## config.mk

```make
export PLATFORM = sky130hd
export DESIGN_NAME = dom_indep_d1_prep
export DESIGN_NICKNAME = d
export VERILOG_FILES = /design/src/rtl/dom_prep_pkg.sv /design/src/rtl/dom_lfsr32.sv /design/src/rtl/dom_indep_d1_prep.sv
export SDC_FILE = /design/constraint.sdc
export NUM_CORES = 1
export LEC_CHECK = 0
export ABC_AREA = 1
export BUFFER_PORTS_ARGS = -buffer_cell sky130_fd_sc_hd__buf_2
export CORE_MARGIN = 2
export CORE_UTILIZATION = 35
export DETAILED_ROUTE_END_ITERATION = 10
export HOLD_SLACK_MARGIN = 0.15
export PLACE_DENSITY = 0.62
export SLEW_MARGIN = 10
export SYNTH_ARGS = -nofsm -noshare
export SYNTH_HDL_FRONTEND = slang
export SYNTH_SLANG_ARGS = --single-unit
```

## constraint.sdc

```tcl
create_clock -name clk -period 1.3 [get_ports clk]
set_clock_uncertainty 0.1 [all_clocks]
set_input_delay 0.26 -clock clk [delete_from_list [all_inputs] [get_ports clk]]
set_output_delay 0.26 -clock clk [all_outputs]
set_load 0.005 [all_outputs]
```

## src/rtl/dom_prep_pkg.sv

```systemverilog
// Shared constants, state type and LFSR step function for the DOM share-preparation block.
package dom_prep_pkg;

   localparam int unsigned LfsrWidth           = 32;
   // Galois taps for x^32 + x^22 + x^2 + x + 1 (right-shifting form)
   localparam logic [LfsrWidth-1:0] LfsrTaps   = 32'h8020_0003;
   localparam int unsigned LfsrStepsPerAdvance = 3;
   localparam int unsigned WarmupCyclesDefault = 16;

   typedef enum logic [1:0] {
      IDLE   = 2'd0,
      WARMUP = 2'd1,
      RUN    = 2'd2
   } prep_state_e;

   // Three Galois steps: shift right, fold the tap mask back in when a one drops out.
   function automatic logic [LfsrWidth-1:0] lfsr_advance(input logic [LfsrWidth-1:0] s);
      logic [LfsrWidth-1:0] v;
      v = s;
      for (int unsigned i = 0; i < LfsrStepsPerAdvance; i++) begin
         v = {1'b0, v[LfsrWidth-1:1]} ^ (v[0] ? LfsrTaps : '0);
      end
      return v;
   endfunction

endpackage

```

## src/rtl/dom_lfsr32.sv

```systemverilog
// 32-bit Galois LFSR; a load wins over an advance, each advance is three steps.
module dom_lfsr32
   import dom_prep_pkg::*;
#(
   parameter logic [LfsrWidth-1:0] DEFAULT_SEED = 32'h0000_0001
) (
   input  logic                 clk,
   input  logic                 rst,
   input  logic                 load,
   input  logic [LfsrWidth-1:0] seed,
   input  logic                 advance,
   output logic [LfsrWidth-1:0] state
);

   logic [LfsrWidth-1:0] state_q, state_d;

   // Next state: seed load, three-step advance, or hold.
   always_comb begin
      state_d = state_q;
      if (load) begin
         state_d = seed;
      end else if (advance) begin
         state_d = lfsr_advance(state_q);
      end
   end

   // State register, returns to the default seed on reset.
   always_ff @(posedge clk or posedge rst) begin
      if (rst) begin
         state_q <= DEFAULT_SEED;
      end else begin
         state_q <= state_d;
      end
   end

   assign state = state_q;

endmodule

```

## src/rtl/dom_indep_d1_prep.sv

```systemverilog
// First-order DOM input preparation: splits unshared a/b into two Boolean shares each and
// supplies one fresh random bit for the downstream DOM AND gadget.
// Build option DOM_PREP_RESEED_EN: exposes seed_valid/seed for runtime reseeding; without it the
// block self-seeds with DEFAULT_SEED on the first clock after reset release.
module dom_indep_d1_prep
   import dom_prep_pkg::*;
#(
   parameter int unsigned          WARMUP_CYCLES = WarmupCyclesDefault,
   parameter logic [LfsrWidth-1:0] DEFAULT_SEED  = 32'h0000_0001
) (
   input  logic                 clk,
   input  logic                 rst,
   input  logic                 in_valid,
   input  logic                 in_a,
   input  logic                 in_b,
   output logic                 ready,
`ifdef DOM_PREP_RESEED_EN
   input  logic                 seed_valid,
   input  logic [LfsrWidth-1:0] seed,
`endif
   output logic                 out_valid,
   output logic [1:0]           port_a,
   output logic [1:0]           port_b,
   output logic                 port_r
);

   localparam int unsigned    CntW    = (WARMUP_CYCLES > 1) ? $clog2(WARMUP_CYCLES) : 1;
   localparam logic [CntW-1:0] CntLast = CntW'(WARMUP_CYCLES - 1);

   prep_state_e          state_q, state_d;
   logic [CntW-1:0]      cnt_q, cnt_d;
   logic                 seed_load;
   logic [LfsrWidth-1:0] seed_word;
   logic [LfsrWidth-1:0] lfsr_seed;
   logic                 lfsr_load;
   logic                 lfsr_adv;
   logic [LfsrWidth-1:0] lfsr_state;
   logic                 unused_lfsr;
   logic                 xfer;

   logic       out_valid_q, out_valid_d;
   logic [1:0] port_a_q, port_a_d;
   logic [1:0] port_b_q, port_b_d;
   logic       port_r_q, port_r_d;

`ifdef DOM_PREP_RESEED_EN
   assign seed_load = seed_valid;
   assign seed_word = seed;
`else
   // IDLE is only reachable through reset, so this is a one-shot load after release.
   assign seed_load = (state_q == IDLE);
   assign seed_word = DEFAULT_SEED;
`endif

   // An all-zero seed would lock the LFSR, substitute the default.
   assign lfsr_seed = (seed_word == '0) ? DEFAULT_SEED : seed_word;

   dom_lfsr32 #(
      .DEFAULT_SEED (DEFAULT_SEED)
   ) u_lfsr (
      .clk     (clk),
      .rst     (rst),
      .load    (lfsr_load),
      .seed    (lfsr_seed),
      .advance (lfsr_adv),
      .state   (lfsr_state)
   );

   // Only the three low bits are consumed per cycle.
   assign unused_lfsr = ^lfsr_state[LfsrWidth-1:3];

   assign ready = (state_q == RUN);
   assign xfer  = in_valid & ready;

   // FSM next state, warmup counting and LFSR control.
   always_comb begin
      state_d   = state_q;
      cnt_d     = cnt_q;
      lfsr_load = 1'b0;
      lfsr_adv  = 1'b0;
      unique case (state_q)
         IDLE: begin
            if (seed_load) begin
               state_d   = WARMUP;
               cnt_d     = '0;
               lfsr_load = 1'b1;
            end
         end
         WARMUP: begin
            lfsr_adv = 1'b1;
            if (seed_load) begin
               cnt_d     = '0;
               lfsr_load = 1'b1;
            end else if (cnt_q == CntLast) begin
               state_d = RUN;
               cnt_d   = '0;
            end else begin
               cnt_d = cnt_q + CntW'(1);
            end
         end
         RUN: begin
            lfsr_adv = 1'b1;
            // A coincident transfer still samples the pre-load bits below.
            if (seed_load) begin
               state_d   = WARMUP;
               cnt_d     = '0;
               lfsr_load = 1'b1;
            end
         end
         default: begin
            state_d = IDLE;
         end
      endcase
   end

   // Share outputs: mask with LFSR bits on a transfer, otherwise hold.
   always_comb begin
      out_valid_d = xfer;
      port_a_d    = port_a_q;
      port_b_d    = port_b_q;
      port_r_d    = port_r_q;
      if (xfer) begin
         port_a_d = {lfsr_state[0], in_a ^ lfsr_state[0]};
         port_b_d = {lfsr_state[1], in_b ^ lfsr_state[1]};
         port_r_d = lfsr_state[2];
      end
   end

   // State and output registers.
   always_ff @(posedge clk or posedge rst) begin
      if (rst) begin
         state_q     <= IDLE;
         cnt_q       <= '0;
         out_valid_q <= 1'b0;
         port_a_q    <= 2'b00;
         port_b_q    <= 2'b00;
         port_r_q    <= 1'b0;
      end else begin
         state_q     <= state_d;
         cnt_q       <= cnt_d;
         out_valid_q <= out_valid_d;
         port_a_q    <= port_a_d;
         port_b_q    <= port_b_d;
         port_r_q    <= port_r_d;
      end
   end

   assign out_valid = out_valid_q;
   assign port_a    = port_a_q;
   assign port_b    = port_b_q;
   assign port_r    = port_r_q;

endmodule

```

==> metrics.txt <==
failing checks setup timing; CP Data Required Time roughly 0.94 ns; simple-gate share of the synthesized area 11.24%; CTS root buf clkbuf_8; vias in the first global route around 1300; Worst-Skew Late Latency about 0.30 ns; Rel. slew slack 74.38%; setup_tns -0.5462 ns; Post-synth EDFFs 0; crit-path max FO 2; cells after synthesis around 180; hpwl dp ~2.4 mm; Clock power frac 49.5%; initial antenna violation count 0; largest cells by area after synthesis dfrtp_1, o22ai_2, nand2_1; class of the worst hold path primary input to flop; Worst Reg-to-Reg Cells 7; WHS Path Cells 3; Cells after DPL between 200 and 300; outcome complete, but fails checks; Synth Area in Adders less than 1%; clock slew at reported path FFs 0.09 ns; Crit path top cell by count inv_2; count of input and output buffers 11; final core occ roughly 46%; DR vias/cell roughly 4.6; io pins 12; DR iter-0 viols 80; CTS Sinks 44; CTS tree yes; net count after synthesis ~190; most common cell in the netlist dfrtp_1; min cycle time layout roughly 1.4 ns; Post-Place Setup Slack roughly 0.036 ns; final RePlAce weighted congestion 0.7325; crit-path max cell delay approximately 0.42 ns; r2r setup slk -0.05 ns; top cell type's share of synthesized area between 50% and 60%; Worst Hold Path EP port_b[0]; largest family of logic cells by synthesized area compound AO/OA/AOI/OAI gates; Core Box Area roughly 5400 sq um; static leakage roughly 1.2 nW; xor/xnor share of the synthesized area about 2.7%; Longest Clk Path Bufs 2; vias 1325; Total GRT Usage about 13%; crit path cell chain inv_2 -> nand2_2 -> inv_2 -> buf_6; Setup WS post-layout -0.05526 ns; setup violators final 29; Residual DRC 0; combinational power share ~2.7%; Mapped Area slightly below 2000 sq um; Final Hold Fails 0; CP Launch Type flop; drt total wl between 3 and 4 mm; WP data arrival 1.00 ns; Synth top cells by count dfrtp_1, nand2_1, inv_1; Num CTS Buffers 5; Crit Path Class flop to output pin; slowest CP cell dfrtp_2; Die Area about 6100 sq um; Sw Share 18.04%; pwr dens about 1200 nW/um^2; Die Y 78.39 microns; Post-synth ARST share 100.0%; post-synthesis mux area share 0%; CP bufs+invs 3; fin crit share 104.3%; peak supply drop 0.5459 mV; Worst path top cell family by delay flip-flops; Die Width 78.39 microns; largest net degree at the start of global routing 22; pins over their slew limit 0; Final #Nets roughly 220; Seq/Total Area, Yosys between 50% and 60%; total grt overflow 0; Switch Pwr around 0.00052 W; DR pass1 iterations 4; Final ANT Viol Nets 0; Max Fclk 737.9 MHz; Compound-Gate Fraction of Synth Area approximately 18%; nature of the critical path endpoint output pin; dominant synthesized flop cell dfrtp_1; RSZ-0062 raised after global routing yes; Syn Area/Cell approximately 11 sq um; Fillers 506; FF+latch count, synth between 40 and 50; H-tree levels 2; Int Power 0.002371 W; layout cells sized above 1 38.53%; ANT cells 0; Worst Min Path Start in_b; cell taking the most area after synthesis dfrtp_1; Yosys cell types 25; post-route insts no fill 290; r2r endpoint u_lfsr.state[22]; Yosys warning total 0; reg2reg start state_q[1]; drt wl/cell about 13 microns; Design Power 0.002893 W; Layout area overhead 29.52%; Least-Margin Pin Slew between 0.3 and 0.4 ns; row cnt 27; maximum capacitance violations 0; part of the power in registers 47.8%; Initial Utilization between 30% and 40%; global-route wire length before repair about 6.3 mm
-- cells by family after synthesis --
kind of cell / Yosys count
AND/OR/NAND/NOR: 48
buffers and inverters: 45
flip-flops: 44
AO/OA/AOI/OAI: 39
XOR/XNOR: 6
adder cells (fa/ha/maj): 1
-- registers in the layout, indices dropped and copies added (netlist names) --
signal and cells:
u_lfsr.state 32, cnt_q 4, port_a 2, port_b 2
state_q 2, out_valid 1, port_r 1
-- power by group through the flow --
| stage | Clock [W] | Combinational [W] | Sequential [W] |
|---|---|---|---|
| 6_report | 0.00143 | 0.0000772 | 0.00138 |
| 3_3_place_gp | 0 | 0.0000738 | 0.00141 |
| 3_5_place_dp | 0 | 0.0000752 | 0.00141 |
| 5_1_grt | 0.00153 | 0.0000896 | 0.00139 |
| 4_1_cts | 0.00148 | 0.0000800 | 0.00138 |
| 2_1_floorplan | 0 | 0.0000354 | 0.00141 |
-- cell type report --
class                           count  area [sq um]  share of cell area, %
Clock inverter                      3         90.09                  3.591
Inverter                           38         151.4                  6.035
Timing Repair Buffer               34         310.3                  12.37
Clock buffer                        5         68.82                  2.743
Tap cell                           72         90.09                  3.591
Multi-Input combinational cell     94         693.2                  27.63
Sequential cell                    44          1105                  44.04
-- tightest hold or removal path: cells and delay by family --
kind,cells,cell delay (ns)
AO/OA/AOI/OAI,1,0.06
buffers and inverters,1,0.09
XOR/XNOR,1,0.11
-- per-stage QoR --
stage / hold WS [ns] / cell area (sq um)
after floorplan: 0.1639 / 1946
after global placement: 0.1773 / 2185
after detailed placement: 0.1739 / 2185
after CTS: 0.1512 / 2435
after global routing: 0.1630 / 2509
final: 0.1623 / 2509
-- per-layer routing --
metal | part of all wire (%) | GRT usage (%)
met1 | 50 | 18.42
met2 | 45 | 19.40
met3 | 3.8 | 4.138
met4 | 1.5 | 5.965
met5 | 0 | 0
-- how the worst max path moves through the flow --
| stage | startpoint | endpoint | slack [ns] | depth (start not counted) |
|---|---|---|---|---|
| after global routing | state_q[0] | ready | -0.11 | 4 |
| after floorplan | state_q[1] | state_q[1] | 0.04 | 7 |
| final | state_q[0] | ready | -0.06 | 4 |
| after global placement | state_q[1] | cnt_q[3] | 0.04 | 6 |
| after detailed placement | state_q[1] | cnt_q[0] | 0.04 | 4 |
| after CTS | state_q[0] | ready | -0.05 | 4 |
-- layout by cell type (no fill, tap or decap), types with 5 or more instances in the layout --
cell,synthesis,final
dfrtp_1,43,41
clkbuf_8,0,5
buf_2,4,10
nand3_1,6,5
nand2_1,35,32
inv_1,34,32
o21ai_1,5,6
xnor2_1,5,5
o22ai_2,19,24
buf_4,0,15
-- repair_timing --
action,CTS,global route
resized for setup,10,10
hold buffers,2,0
setup buffers,5,2
pin swaps,1,2
cloned,0,1
setup endpoints to repair,3,42
hold endpoints to repair,33,0
Power figures use the tool's default switching activity.
